$ cat src/rtl/srport_ctrl_pkg.sv
// Shared definitions for the SR write-port / read-port-2 controller:
// default widths, SSP location, FSM encoding, adjust op and requester IDs.
package srport_ctrl_pkg;

    localparam int SR_DATA_W   = 24;
    localparam int SR_ADDR_W   = 4;
    localparam logic [SR_ADDR_W-1:0] INDEX_SSP = 4'd2;
    localparam int DBG_MAX_DEF = 3;

    // Controller sequencing: idle arbitration, then the two SSP adjust phases
    typedef enum logic [1:0] {
        ST_IDLE      = 2'd0,
        ST_ADJ_READ  = 2'd1,
        ST_ADJ_WRITE = 2'd2
    } port_state_t;

    // SSP adjust direction: push moves the stack down, pop moves it up
    typedef enum logic {
        ADJ_PUSH = 1'b0,
        ADJ_POP  = 1'b1
    } adj_op_t;

    // Identity of the requester granted in the current cycle
    typedef enum logic [1:0] {
        REQ_NONE = 2'd0,
        REQ_WB   = 2'd1,
        REQ_ADJ  = 2'd2,
        REQ_DBG  = 2'd3
    } req_id_t;

endpackage

$ cat src/rtl/srport_ctrl_arb.sv
// Priority select for the SR write port with a starvation guard for debug:
// after DBG_MAX consecutive losses debug jumps to the top of the order.
module sr_arb_prio
    import srport_ctrl_pkg::*;
#(
    parameter int DBG_MAX = DBG_MAX_DEF
) (
    input  logic    iw_clk,
    input  logic    iw_rst,
    input  logic    iw_enable,
    input  logic    iw_wb_valid,
    input  logic    iw_adj_valid,
    input  logic    iw_dbg_valid,
    output req_id_t ow_grant
);

    localparam logic [1:0] LOSS_MAX = 2'(DBG_MAX);

    logic [1:0] loss_cnt_reg;
    logic [1:0] loss_cnt_next;

    // Grant selection: starved debug first, else writeback > adjust > debug
    always_comb begin
        ow_grant = REQ_NONE;
        if (iw_enable) begin
            if (iw_dbg_valid && (loss_cnt_reg == LOSS_MAX)) begin
                ow_grant = REQ_DBG;
            end else if (iw_wb_valid) begin
                ow_grant = REQ_WB;
            end else if (iw_adj_valid) begin
                ow_grant = REQ_ADJ;
            end else if (iw_dbg_valid) begin
                ow_grant = REQ_DBG;
            end
        end
    end

    // Loss counter update: clear on debug grant, count debug losses while arbitrating
    always_comb begin
        loss_cnt_next = loss_cnt_reg;
        if (ow_grant == REQ_DBG) begin
            loss_cnt_next = 2'd0;
        end else if (iw_enable && iw_dbg_valid && (loss_cnt_reg != LOSS_MAX)) begin
            loss_cnt_next = loss_cnt_reg + 2'd1;
        end
    end

    // Loss counter register
    always_ff @(posedge iw_clk or posedge iw_rst) begin
        if (iw_rst) begin
            loss_cnt_reg <= 2'd0;
        end else begin
            loss_cnt_reg <= loss_cnt_next;
        end
    end

endmodule

$ cat src/rtl/srport_ctrl.sv
// Owner of the SR file write port and read port 2. Arbitrates writeback,
// debug and SSP-adjust requesters, registers the winning write, and runs the
// read-then-write sequence that moves SSP by a signed delta.
module srport_ctrl
    import srport_ctrl_pkg::*;
#(
    parameter int                 DATA_W    = SR_DATA_W,
    parameter int                 ADDR_W    = SR_ADDR_W,
    parameter logic [ADDR_W-1:0]  SSP_INDEX = ADDR_W'(INDEX_SSP),
    parameter int                 DBG_MAX   = DBG_MAX_DEF
) (
    input  logic              iw_clk,
    input  logic              iw_rst,
    input  logic              iw_wb_valid,
    output logic              ow_wb_ready,
    input  logic [ADDR_W-1:0] iw_wb_addr,
    input  logic [DATA_W-1:0] iw_wb_data,
    input  logic              iw_dbg_valid,
    output logic              ow_dbg_ready,
    input  logic [ADDR_W-1:0] iw_dbg_addr,
    input  logic [DATA_W-1:0] iw_dbg_data,
    input  logic              iw_adj_valid,
    output logic              ow_adj_ready,
    input  logic              iw_adj_pop,
    input  logic [DATA_W-1:0] iw_adj_delta,
    output logic              ow_adj_done,
    output logic [DATA_W-1:0] ow_adj_old,
    output logic [DATA_W-1:0] ow_adj_new,
    output logic              ow_adj_wrap,
    output logic [ADDR_W-1:0] ow_sr_write_addr,
    output logic [DATA_W-1:0] ow_sr_write_data,
    output logic              ow_sr_write_enable,
    output logic [ADDR_W-1:0] ow_sr_read_addr2,
    input  logic [DATA_W-1:0] iw_sr_read_data2
);

    port_state_t       state_reg;
    port_state_t       state_next;
    req_id_t           grant;
    logic              arb_enable;
    adj_op_t           adj_op_reg;
    logic [DATA_W-1:0] adj_delta_reg;
    logic [DATA_W:0]   adj_sum;
    logic              wr_en_reg;
    logic [ADDR_W-1:0] wr_addr_reg;
    logic [DATA_W-1:0] wr_data_reg;
    logic              done_reg;
    logic [DATA_W-1:0] old_reg;
    logic [DATA_W-1:0] new_reg;
    logic              wrap_reg;

    // Arbitration only runs in IDLE, and never while reset is held
    assign arb_enable = (state_reg == ST_IDLE) && !iw_rst;

    sr_arb_prio #(
        .DBG_MAX (DBG_MAX)
    ) u_arb (
        .iw_clk       (iw_clk),
        .iw_rst       (iw_rst),
        .iw_enable    (arb_enable),
        .iw_wb_valid  (iw_wb_valid),
        .iw_adj_valid (iw_adj_valid),
        .iw_dbg_valid (iw_dbg_valid),
        .ow_grant     (grant)
    );

    assign ow_wb_ready  = (grant == REQ_WB);
    assign ow_dbg_ready = (grant == REQ_DBG);
    assign ow_adj_ready = (grant == REQ_ADJ);

    // Extra top bit carries the borrow (push) or carry (pop) out of the SSP math
    assign adj_sum = (adj_op_reg == ADJ_POP)
                   ? ({1'b0, iw_sr_read_data2} + {1'b0, adj_delta_reg})
                   : ({1'b0, iw_sr_read_data2} - {1'b0, adj_delta_reg});

    // Next-state logic: an adjust grant starts the fixed two-cycle sequence
    always_comb begin
        state_next = state_reg;
        case (state_reg)
            ST_IDLE:      if (grant == REQ_ADJ) state_next = ST_ADJ_READ;
            ST_ADJ_READ:  state_next = ST_ADJ_WRITE;
            ST_ADJ_WRITE: state_next = ST_IDLE;
            default:      state_next = ST_IDLE;
        endcase
    end

    // State register
    always_ff @(posedge iw_clk or posedge iw_rst) begin
        if (iw_rst) begin
            state_reg <= ST_IDLE;
        end else begin
            state_reg <= state_next;
        end
    end

    // Write/adjust datapath: the write is registered one cycle after its
    // source (grant or SSP read), so the ADJ_WRITE cycle carries the SSP write
    always_ff @(posedge iw_clk or posedge iw_rst) begin
        if (iw_rst) begin
            adj_op_reg    <= ADJ_PUSH;
            adj_delta_reg <= '0;
            wr_en_reg     <= 1'b0;
            wr_addr_reg   <= '0;
            wr_data_reg   <= '0;
            done_reg      <= 1'b0;
            old_reg       <= '0;
            new_reg       <= '0;
            wrap_reg      <= 1'b0;
        end else begin
            wr_en_reg <= 1'b0;
            done_reg  <= 1'b0;
            case (grant)
                REQ_WB: begin
                    wr_en_reg   <= 1'b1;
                    wr_addr_reg <= iw_wb_addr;
                    wr_data_reg <= iw_wb_data;
                end
                REQ_DBG: begin
                    wr_en_reg   <= 1'b1;
                    wr_addr_reg <= iw_dbg_addr;
                    wr_data_reg <= iw_dbg_data;
                end
                REQ_ADJ: begin
                    adj_op_reg    <= adj_op_t'(iw_adj_pop);
                    adj_delta_reg <= iw_adj_delta;
                end
                default: ;
            endcase
            if (state_reg == ST_ADJ_READ) begin
                wr_en_reg   <= 1'b1;
                wr_addr_reg <= SSP_INDEX;
                wr_data_reg <= adj_sum[DATA_W-1:0];
                done_reg    <= 1'b1;
                old_reg     <= iw_sr_read_data2;
                new_reg     <= adj_sum[DATA_W-1:0];
                wrap_reg    <= adj_sum[DATA_W];
            end
        end
    end

    assign ow_sr_write_enable = wr_en_reg;
    assign ow_sr_write_addr   = wr_addr_reg;
    assign ow_sr_write_data   = wr_data_reg;
    assign ow_adj_done        = done_reg;
    assign ow_adj_old         = old_reg;
    assign ow_adj_new         = new_reg;
    assign ow_adj_wrap        = wrap_reg;
    assign ow_sr_read_addr2   = (state_reg == ST_ADJ_READ) ? SSP_INDEX : '0;

endmodule

$ cat config.mk
export PLATFORM = sky130hd
export DESIGN_NAME = srport_ctrl
export DESIGN_NICKNAME = d
export VERILOG_FILES = /design/src/rtl/srport_ctrl_pkg.sv /design/src/rtl/srport_ctrl_arb.sv /design/src/rtl/srport_ctrl.sv
export SDC_FILE = /design/constraint.sdc
export NUM_CORES = 1
export LEC_CHECK = 0
export CAP_MARGIN = 15
export CORE_ASPECT_RATIO = 0.5
export CORE_MARGIN = 4
export CORE_UTILIZATION = 40
export CTS_CLUSTER_SIZE = 25
export DETAILED_ROUTE_END_ITERATION = 8
export PLACE_DENSITY = 0.7
export SKIP_CTS_REPAIR_TIMING = 1
export SLEW_MARGIN = 20
export SYNTH_ARGS = -nofsm -noshare
export SYNTH_HDL_FRONTEND = slang
export SYNTH_SLANG_ARGS = --single-unit
$ cat constraint.sdc
create_clock -name iw_clk -period 4.2 [get_ports iw_clk]
set_input_delay 0.84 -clock iw_clk [delete_from_list [all_inputs] [get_ports iw_clk]]
set_output_delay 0.84 -clock iw_clk [all_outputs]
set_load 0.1 [all_outputs]
==> metrics.txt <==
crit end category flip-flop; Core Area 0.01553 sq mm; Synth warnings 0; starting density of the core 0.4112; Synth top area share 0.4230; final std cells w/o fill 1148; most frequent cells in the layout nand2_1, clkdlybuf4s50_1, dfrtp_1; Hold Vio Cnt, Final 0; share of flip-flops with an asynchronous set or reset 1.000; Slew @ Worst Pin 1.062 ns; FP Rows 32; peak supply drop 0.0003749 V; FILL cells 1427; remaining antenna violation count 0; layout cells sized above 1 0.05191; post-synthesis cell area 0.006389 sq mm; Die H 97.37 um; GRT Overall Usage 0.2267; synthesis-stage register bit count 108; Lkg Pwr 4.038 nW; Achievable Freq 254.0 MHz; crit path DAT 4.14 ns; mux share of post-synthesis cell area 0.009792; TNS Setup 0 ns; Synth area leader dfrtp_1; first-pass GRT wire length 33140 um; cell count of the worst reg-to-reg path 13; number of remaining DRC errors 0; final core utilization 0.5671; Netlist cell types 65; crit path from adj_delta_reg[2]; Worst Path Required 4.41 ns; post-synthesis simple-gate area fraction 0.2244; Worst setup SP type flip-flop; post-route setup slack 0.2635 ns; number of synthesized flops with an enable pin 0; worst setup path endpoint ow_adj_new[16]; R2R Setup Slk 0.26 ns; Slew headroom 0.2897; Period minus WS final 3.937 ns; routed len/inst 18.09 um; Sink Count 108; most common cell after layout, fill and taps aside nand2_1; XOR/XNOR Fraction of Synth Area 0.05072; R2R Path End ow_adj_new[16]; largest net degree at the start of global routing 83; Die ar. 0.01818 sq mm; Net count, final 1086; status complete, no violations; DR vias 6153; CTS tree yes; Synth area leaders dfrtp_1, nand2_1, ha_1; pre-CTS WS 0.08688 ns; detailed placement HPWL 15990 um; Crit Path Category flip-flop to flip-flop; worst skew pair latency 0.34 ns; PwrDens 898.8 mW/mm^2; total power 0.007919 W; final setup fails 0; cell total after placement 1134; sequential share of the synthesized area 0.4230; Iteration-0 DRC Markers 454; GPL Wtd Cong 0.9811; Clock Tree Root clkbuf_16; clock-pin slew on the worst setup and hold paths 0.07 ns; vias in the first global route 5890; Adder-Cell Fraction of Synth Area 0.06776; RSZ-0062 raised after global routing false; CTS Buffer Depth 2; total gr overflow 0; reg2reg start adj_delta_reg[2]; fin crit share 0.9373; Hold WC Path Type flip-flop to flip-flop; Layout area overhead 37.90%; ys flop type dfrtp_1; Die X 186.7 um; hold path depth 2; syn avg cell area 8.417 sq um; MaxCap Viol Count 0; fin. max-slew vios 0; cells after synthesis 759; worst-path maximum fanout 6; CTS H-Tree Depth 3; DRT Pass-1 Iters 5; Port Buffers 192; Synth Area in Compound Gates 0.1810; DR vias/cell 5.360; initial antenna violation count 0; largest family of logic cells by synthesized area simple AND/OR/NAND/NOR gates; drt total wl 20770 um; I/O Pins 196; ant diodes 0; CTS Buf Count 9; skew final 0.006408 ns
synth_stat cells, types with 3 or more instances:
| cell | count |
|---|---|
| buf_4 | 5 |
| inv_1 | 26 |
| a21oi_1 | 58 |
| mux2i_1 | 4 |
| and2_1 | 8 |
| and3_1 | 3 |
| o211ai_1 | 12 |
| ha_1 | 33 |
| a31oi_1 | 6 |
| nand2_1 | 223 |
| nor2_1 | 32 |
| a21o_1 | 12 |
| clkbuf_1 | 24 |
| nand4_1 | 11 |
| o21a_1 | 6 |
| xor2_1 | 24 |
| o21ai_0 | 49 |
| a222oi_1 | 5 |
| nand3_1 | 16 |
| or3_1 | 3 |
| o22ai_1 | 9 |
| dfrtp_1 | 108 |
| a211o_1 | 3 |
| xnor2_1 | 13 |
| nor3_1 | 9 |
| nor4_1 | 3 |
kinds of logic (layout without fill, tap and decap cells):
logic type	Yosys count	count (layout)
multiplexers	6	6
flip-flops	108	108
AND/OR/NAND/NOR	326	326
XOR/XNOR	37	37
buffers and inverters	62	245
other	1	3
adder cells (fa/ha/maj)	34	34
AO/OA/AOI/OAI	185	185
power by group:
group	total [W]	internal [W]	switching, W	leakage [nW]
registers	0.00170	0.00142	0.000279	1.32
logic	0.00544	0.00147	0.00397	2.60
clock network	0.000776	0.000398	0.000378	0.121
total	0.00792	0.00329	0.00463	4.04
critical path, cell delays in order, from the launching register on:
cell and delay, ns:
dfrtp_1 0.44, or4_4 0.60, nor3_1 0.23, nor4b_4 0.30, buf_4 0.17, a21oi_1 0.06, xor2_1 0.17, ha_1 0.41
nand4_1 0.11, a21o_1 0.16, o21ai_1 0.31, a41oi_1 0.20, xnor2_1 0.49, o21ai_0 0.14
stage by stage:
stage | instance area (sq um) | hold slack [ns]
5_1_grt | 8810 | 0.4974
4_1_cts | 8792 | 0.4792
3_5_place_dp | 8538 | 0.4616
2_1_floorplan | 6396 | 0.4885
6_report | 8810 | 0.4747
3_3_place_gp | 8538 | 0.4571
routing by layer:
layer | up-vias | GRT usage | share of wire
li1 | 2988 | - | -
met1 | 2915 | 0.3509 | 0.50
met2 | 238 | 0.3247 | 0.41
met3 | 12 | 0.05635 | 0.077
met4 | 0 | 0.03407 | 0.0086
met5 | - | 0 | 0
worst min path at each step:
stage                                  from           endpoint
after floorplan           adj_delta_reg[22]  adj_delta_reg[22]
after global placement        ow_adj_old[4]      ow_adj_old[4]
after detailed placement     ow_adj_old[17]     ow_adj_old[17]
after CTS                    ow_adj_old[17]     ow_adj_old[17]
after global routing         ow_adj_old[15]     ow_adj_old[15]
final                         ow_adj_old[2]      ow_adj_old[2]
layout make-up:
| type | count | area (sq um) | share of cell area |
|---|---|---|---|
| clock buffers | 10 | 229.0 | 0.02599 |
| clock inverters | 3 | 25.02 | 0.002841 |
| well taps | 204 | 255.2 | 0.02897 |
| flip-flops and latches | 108 | 2703 | 0.3068 |
| inverters | 26 | 102.6 | 0.01165 |
| multi-input cells | 591 | 3428 | 0.3891 |
| repair buffers | 206 | 2067 | 0.2346 |
Note: power is estimated with default switching activity, not from simulation.
